$ cat config.mk
export PLATFORM = sky130hd
export DESIGN_NAME = frame_tx_serializer
export DESIGN_NICKNAME = d
export VERILOG_FILES = /design/src/rtl/frame_tx_serializer.sv
export SDC_FILE = /design/constraint.sdc
export NUM_CORES = 1
export LEC_CHECK = 0
export CAP_MARGIN = 20
export CORE_MARGIN = 5
export CORE_UTILIZATION = 48
export DETAILED_ROUTE_END_ITERATION = 6
export GPL_TIMING_DRIVEN = 0
export HOLD_SLACK_MARGIN = 0.08
export PLACE_DENSITY = 0.79
export RECOVER_POWER = 50
export SETUP_SLACK_MARGIN = 0.05
export SYNTH_ARGS = -nofsm -noshare
export SYNTH_HDL_FRONTEND = slang
export SYNTH_SLANG_ARGS = --single-unit
$ cat constraint.sdc
create_clock -name clk -period 2 [get_ports clk]
set_clock_uncertainty 0.1 [all_clocks]
set_input_delay 0.2 -clock clk [delete_from_list [all_inputs] [get_ports clk]]
set_output_delay 0.2 -clock clk [all_outputs]
set_load 0.01 [all_outputs]
$ cat src/rtl/frame_tx_serializer.sv
// frame_tx_serializer: turns a stream of {R,G,B} pixels into a byte stream
// for a TX FIFO. Each frame is a header byte, then R,G,B for every pixel.
// When FRAME_TX_CHECKSUM_EN is defined, an XOR checksum of all colour bytes
// is appended before the end-of-frame pulse.
module frame_tx_serializer #(
   parameter int                    DATA_WIDTH      = 8,
   parameter int                    TOTAL_PIXELS    = 9600,
   parameter int                    PIXEL_CNT_WIDTH = 16,
   parameter logic [DATA_WIDTH-1:0] HEADER_BYTE     = 8'hAA
) (
   input  logic                       clk,
   input  logic                       reset,
   input  logic                       frame_start,
   input  logic                       pixel_valid,
   input  logic [3*DATA_WIDTH-1:0]    pixel_data,
   input  logic                       full,
   output logic                       pixel_ready,
   output logic                       push,
   output logic [DATA_WIDTH-1:0]      push_data,
   output logic [PIXEL_CNT_WIDTH-1:0] pixel_cnt,
   output logic                       busy,
   output logic                       frame_done
);

   localparam logic [2:0] ST_IDLE     = 3'd0;
   localparam logic [2:0] ST_HEADER   = 3'd1;
   localparam logic [2:0] ST_WAIT_PIX = 3'd2;
   localparam logic [2:0] ST_R        = 3'd3;
   localparam logic [2:0] ST_G        = 3'd4;
   localparam logic [2:0] ST_B        = 3'd5;
   localparam logic [2:0] ST_CSUM     = 3'd6;
   localparam logic [2:0] ST_DONE     = 3'd7;

   localparam logic [PIXEL_CNT_WIDTH-1:0] LAST_PIX = PIXEL_CNT_WIDTH'(TOTAL_PIXELS - 1);

   logic [2:0]                 state_q, state_d;
   logic [DATA_WIDTH-1:0]      r_q, r_d, g_q, g_d, b_q, b_d;
   logic [PIXEL_CNT_WIDTH-1:0] cnt_q, cnt_d;
`ifdef FRAME_TX_CHECKSUM_EN
   logic [DATA_WIDTH-1:0]      csum_q, csum_d;
`endif

   // Output decode: byte-emitting states push whenever the FIFO has room.
   always_comb begin
      push        = 1'b0;
      push_data   = '0;
      pixel_ready = 1'b0;
      busy        = (state_q != ST_IDLE);
      frame_done  = (state_q == ST_DONE);
      case (state_q)
         ST_HEADER: begin
            push      = ~full;
            push_data = HEADER_BYTE;
         end
         ST_WAIT_PIX: pixel_ready = 1'b1;
         ST_R: begin
            push      = ~full;
            push_data = r_q;
         end
         ST_G: begin
            push      = ~full;
            push_data = g_q;
         end
         ST_B: begin
            push      = ~full;
            push_data = b_q;
         end
         ST_CSUM: begin
`ifdef FRAME_TX_CHECKSUM_EN
            push      = ~full;
            push_data = csum_q;
`endif
         end
         default: ;
      endcase
   end

   // Next-state logic: byte states advance only on an actual push.
   always_comb begin
      state_d = state_q;
      r_d     = r_q;
      g_d     = g_q;
      b_d     = b_q;
      cnt_d   = cnt_q;
`ifdef FRAME_TX_CHECKSUM_EN
      csum_d  = csum_q;
`endif
      case (state_q)
         ST_IDLE: begin
            if (frame_start) begin
               state_d = ST_HEADER;
`ifdef FRAME_TX_CHECKSUM_EN
               csum_d  = '0;
`endif
            end
         end
         ST_HEADER: if (push) state_d = ST_WAIT_PIX;
         ST_WAIT_PIX: begin
            if (pixel_valid) begin
               r_d     = pixel_data[3*DATA_WIDTH-1:2*DATA_WIDTH];
               g_d     = pixel_data[2*DATA_WIDTH-1:DATA_WIDTH];
               b_d     = pixel_data[DATA_WIDTH-1:0];
               state_d = ST_R;
            end
         end
         ST_R: begin
            if (push) begin
               state_d = ST_G;
`ifdef FRAME_TX_CHECKSUM_EN
               csum_d  = csum_q ^ r_q;
`endif
            end
         end
         ST_G: begin
            if (push) begin
               state_d = ST_B;
`ifdef FRAME_TX_CHECKSUM_EN
               csum_d  = csum_q ^ g_q;
`endif
            end
         end
         ST_B: begin
            if (push) begin
`ifdef FRAME_TX_CHECKSUM_EN
               csum_d = csum_q ^ b_q;
`endif
               if (cnt_q == LAST_PIX) begin
                  cnt_d = '0;
`ifdef FRAME_TX_CHECKSUM_EN
                  state_d = ST_CSUM;
`else
                  state_d = ST_DONE;
`endif
               end else begin
                  cnt_d   = cnt_q + PIXEL_CNT_WIDTH'(1);
                  state_d = ST_WAIT_PIX;
               end
            end
         end
         ST_CSUM: if (push) state_d = ST_DONE;
         ST_DONE: state_d = ST_IDLE;
         default: state_d = ST_IDLE;
      endcase
   end

   // State and datapath registers; reset aborts any frame in progress.
   always_ff @(posedge clk or posedge reset) begin
      if (reset) begin
         state_q <= ST_IDLE;
         r_q     <= '0;
         g_q     <= '0;
         b_q     <= '0;
         cnt_q   <= '0;
`ifdef FRAME_TX_CHECKSUM_EN
         csum_q  <= '0;
`endif
      end else begin
         state_q <= state_d;
         r_q     <= r_d;
         g_q     <= g_d;
         b_q     <= b_d;
         cnt_q   <= cnt_d;
`ifdef FRAME_TX_CHECKSUM_EN
         csum_q  <= csum_d;
`endif
      end
   end

   assign pixel_cnt = cnt_q;

endmodule

### Word level (Yosys, flattened, before mapping)

Index checks and enable logic that the tools add are counted.

* output and inout port bits: 28
* bits of input ports: 29
* word-level logic and storage cells: 41
* register bits after elaboration: 43

* reductions and logical operators: 6
* equality and inequality tests: 15
* bitwise logic cells: 1
* muxes and demuxes: 13
* $add $sub $neg: 1

Operators by type and width (number)
* 8-bit case mux with 4 select lines: 1
* 3-bit two-way mux: 8
* 3-bit case mux with 8 select lines: 1
* 16-bit by 1-bit adder with 16-bit output, second input constant: 1
* 16-bit by 14-bit equality test with 1-bit output, second input constant: 1
* 16-bit two-way mux: 1
* 2-bit != test, second input constant: 7
* 3-bit equality test, second input constant: 4
* 7-bit AND reduction: 1
* 3-bit by 2-bit equality test with 1-bit output, second input constant: 2
* 2-bit AND reduction: 2
* 4-bit OR reduction: 1
* 3-bit by 1-bit equality test with 1-bit output, second input constant: 1
* 3-bit logical NOT: 1
* 3-bit nonzero test: 1
* 1-bit two-way mux: 2
* 1-bit inverter: 1

### Depth between registers and ports, before layout

* depth in word-level cells: 5
* mapped depth: 7
* depth with buffers taken out: 4

### Worst setup path before layout

Ideal clock, no wire load.

* path type: register to register
* from: reg state_q[2]
* to: reg b_q[6]
* path buffers: 3
* cell stages (with the launch flop): 7
* path slack: 0.266 ns
* period minus slack after synthesis: 1.734 ns
* setup time: 0.127 ns
* arrival time: 1.507 ns
* data required time: 1.773 ns
* cell sequence: dfrtp_1 buf_2 nor3b_2 and2_1 buf_4 buf_6 mux2_1

* longest elaborated chain between the ends: 2

Ends and longest elaborated chain
* start, declared: RTL line 36 `logic [2:0] state_q, state_d;`
* start signal, assigned: RTL line 158 `state_q <= state_d;`
* 3-bit by 2-bit equality test with 1-bit output: RTL line 88 `case (state_q)`
* 2-bit AND reduction (no source line)
* end signal, assigned: RTL line 152 `b_q <= '0;`
* end signal, assigned: RTL line 161 `b_q <= b_d;`
* end, declared: RTL line 37 `logic [DATA_WIDTH-1:0] r_q, r_d, g_q, g_d, b_q, b_d;`

No other way between the ends.
A chain may end at the register's enable or synchronous reset.

### Worst setup path in the final report

* from: reg state_q[2]
* to: out push_data[3]

* longest elaborated chain between the ends: 2
* elaborated cells on any way between the ends: 5
* classes of those cells: eq/ne (4); mux (1)

Ends and longest elaborated chain
* 3-bit equality test (tied with other cells): RTL line 50 `case (state_q)`
* 8-bit case mux with 4 select lines *: RTL line 50
* end, declared: RTL line 19 `output logic [DATA_WIDTH-1:0] push_data,`

Mark *: on every way between the ends. The rest lies on a longest branch, timed or not.

==> reports/qor.txt <==
DR vias/cell - 5.322
Crit end category - output pin
Worst Max-Slew Pin Slew - 0.8704 ns
Total power of the final layout - 0.003503 W
H-tree Lvls - 2
Post-synth ARST share - 100.0%
Max Root-Sink Buffers - 2
M1 wire length - 1.986 mm
Clock power frac - 15.1%
CP required - 1.70 ns
Post-CTS Hold Fix Bufs - 0
Top-count cell post-synth - dfrtp_1
FF+latch area - 1076 µm²
Pin count of the biggest net entering global routing - 44
Synthesized instance count - 203
Post-synthesis sequential area ratio - 49.23%
Fin. Hold Viols - 0
Seq pwr share - 38.4%
Syn_nets - 233
Tcrit/Tclk final - 96.08%
FMAX - 520.4 MHz
Post-route cell area - 2962 µm²
Critical Path Source Type - flop
Starting density of the core - 49.86%
Endpoints failing setup - 0
Cell taking the most area after synthesis - dfrtp_1
Fin nets - 300
Largest stage delay, worst path - 0.35 ns
Crit path DAT - 1.62 ns
Routed WL - 4.719 mm
Slowest CP cell - dfrtp_1
Vias - 1719
GRT Util Overall - 16.46%
Die ar. - 6003 µm²
Global-route wire length before repair - 8.059 mm
Vias in the first global route - 1734
YS warnings - 0
Hold Path Class - input pin to flop
Max-slew violation count - 0
Worst skew pair latency - 0.29 ns
I/O pin cnt - 57
Main synth FF type - dfrtp_1
Seq cells post-synth - 43
Sw Ratio - 34.36%
Placer Congestion - 0.8181
WL/cell - 14.61 µm
Clk slew on worst S/H paths - 0.08 ns
GRT overflow - 0
Netlist Area Pre-Place - 2186 µm²
Area contributors post-synth - dfrtp_1 49%, mux2_2 9.8%, nand2_1 3.9%, o21ai_0 3.2%, xnor2_1 2.8%
Crit-path max FO - 10
Peak supply drop - 0.7550 mV
WP buf/inv - 3
P&R area growth vs syn - 35.49%
Critical path cell sequence - buf_6 > buf_6 > nor2b_2 > o22ai_2 > a32o_2 > clkdlybuf4s15_2
CTS root buf - clkbuf_8
Antenna cell count - 0
Layout cells sized above 1 - 21.77%
Drt initial violations - 94
Max Cap Viol - 0
Post-synth EDFFs - 0
CTS tree - done
Power Internal - 0.002299 W
Post-synth cell types - 42
First-pass detailed-route iteration total - 4
Multi-input gate area - 1042 µm²
Min Tclk post-route - 1.922 ns
Combinational fraction of design power - 46.6%
Core area - 4384 µm²
Top-area cell type share of the netlist area - 49.23%
Row cnt - 24
# DRC - 0
CTS Buf Count - 5
Fin util - 67.55%
Worst Path Class, Setup - flop to output pin
Family with the most delay on the worst path - buffers and inverters
Max-slew headroom at the worst pin - 41.89%
RSZ-0062 raised after global routing - true
Sw power - 0.001204 W
Port Buffers - 56
Commonest cells post-synth - 43 x dfrtp_1, 23 x nand2_1, 19 x mux2_2
Met2 Wirelength - 2.316 mm
LEAKAGE - 1.312 nW
Pwr dens - 1183 nW/µm²
Met3 wire length - 352 µm
Uppermost layer routed - met4
Placed Area - 2811 µm²
Die width - 77.48 µm
Antenna violations before repair - 0
Filler cells - 354
Antenna-violating nets left - 0
Sink Count - 43
Top cell by count, worst path - buf_6
Mean Syn Cell Area - 10.77 µm²
Die height - 77.48 µm
Status - completed
DP HPWL - 3.477 mm
-- per-layer routing --
metal / track usage, % / vias up
li1: - / 847
met1: 19.99 / 820
met2: 27.78 / 46
met3: 5.671 / 6
met4: 4.639 / 0
met5: 0 / -
-- cell type report --
class | count | area share [%]
clock inverter | 1 | 0.1690
inverter | 8 | 1.014
sequential | 43 | 36.33
timing repair buffer | 60 | 19.18
multi-input combinational | 141 | 35.19
buffer | 11 | 3.338
tap | 52 | 2.197
clock buffer | 7 | 2.577
-- through the flow --
| stage | hold WS (ns) | cells | setup WS (ns) | TNS (ns) |
|---|---|---|---|---|
| after floorplan | 0.2168 | 203 | 0.2657 | 0 |
| after global placement | 0.3702 | 311 | -0.1862 | -8.343 |
| after detailed placement | 0.3830 | 311 | -0.09911 | -0.3113 |
| after CTS | 0.3385 | 319 | 0.02572 | 0 |
| after global routing | 0.3750 | 323 | 0.001562 | 0 |
| final | 0.3476 | 323 | 0.07846 | 0 |
-- power by group through the flow --
stage	logic (W)	clock network [W]	registers [W]
after global routing	0.00179	0.000584	0.00139
after CTS	0.00157	0.000545	0.00134
after detailed placement	0.00153	0	0.00136
after floorplan	0.000999	0	0.00132
final	0.00163	0.000528	0.00134
after global placement	0.00151	0	0.00135
-- sequential cells by signal (all words and copies together), names as in the netlist --
register	flops
pixel_cnt	16
b_q	8
g_q	8
r_q	8
state_q	3
-- what timing repair did --
item / CTS / global route
endpoints found under the hold margin: 0 / 0
buffers inserted: 0 / 4
pin swaps: 1 / 0
cloned: 0 / 0
gates resized for setup: 39 / 10
setup endpoints to repair: 11 / 10
-- path summary, 6_finish.rpt --
kind	from	cells after the start	endpoint	slack, ns
max	state_q[2]	6	push_data[3]	0.08
min	pixel_data[17]	3	r_q[1]	0.35
max reg2reg	state_q[2]	6	b_q[6]	0.19
min reg2reg	pixel_cnt[15]	1	pixel_cnt[15]	0.40
max in group asynchronous	reset	2	state_q[0]	0.81
min in group asynchronous	reset	2	r_q[4]	0.44
-- worst min-delay path: stages --
cell             delay, ns
clkdlybuf4s50_1       0.39
nand2_1               0.05
o21ai_0               0.06
-- cell usage in the layout, fill, tap and decap left out, types with 3 or more instances in the layout --
cell              n
mux2i_1           6
nor2b_1           3
nand4_1           3
o21ai_0          11
nor2_1            9
clkdlybuf4s50_1  33
and2_1            3
dfrtp_1          43
o22ai_1           3
clkbuf_1          3
xnor2_1           7
mux2_2           19
nand2_1          23
xor2_1            4
buf_4             6
buf_6             6
clkbuf_8          5
o21ai_1           3
dlygate4sd2_1     4
nand3_1           6
and4_1            3
inv_1             7
buf_2             3
dlygate4sd3_1    11
a21oi_1           4
-- logic make-up after synthesis --
logic type	count (synthesis)	share of synthesized area, %
adder cells (fa/ha/maj)	1	0.5723
AO/OA/AOI/OAI	32	9.217
multiplexers	26	13.05
XOR/XNOR	11	4.407
flip-flops	43	49.23
AND/OR/NAND/NOR	71	18.95
buffers and inverters	19	4.579
No activity file was read; power rests on OpenSTA's default activity.
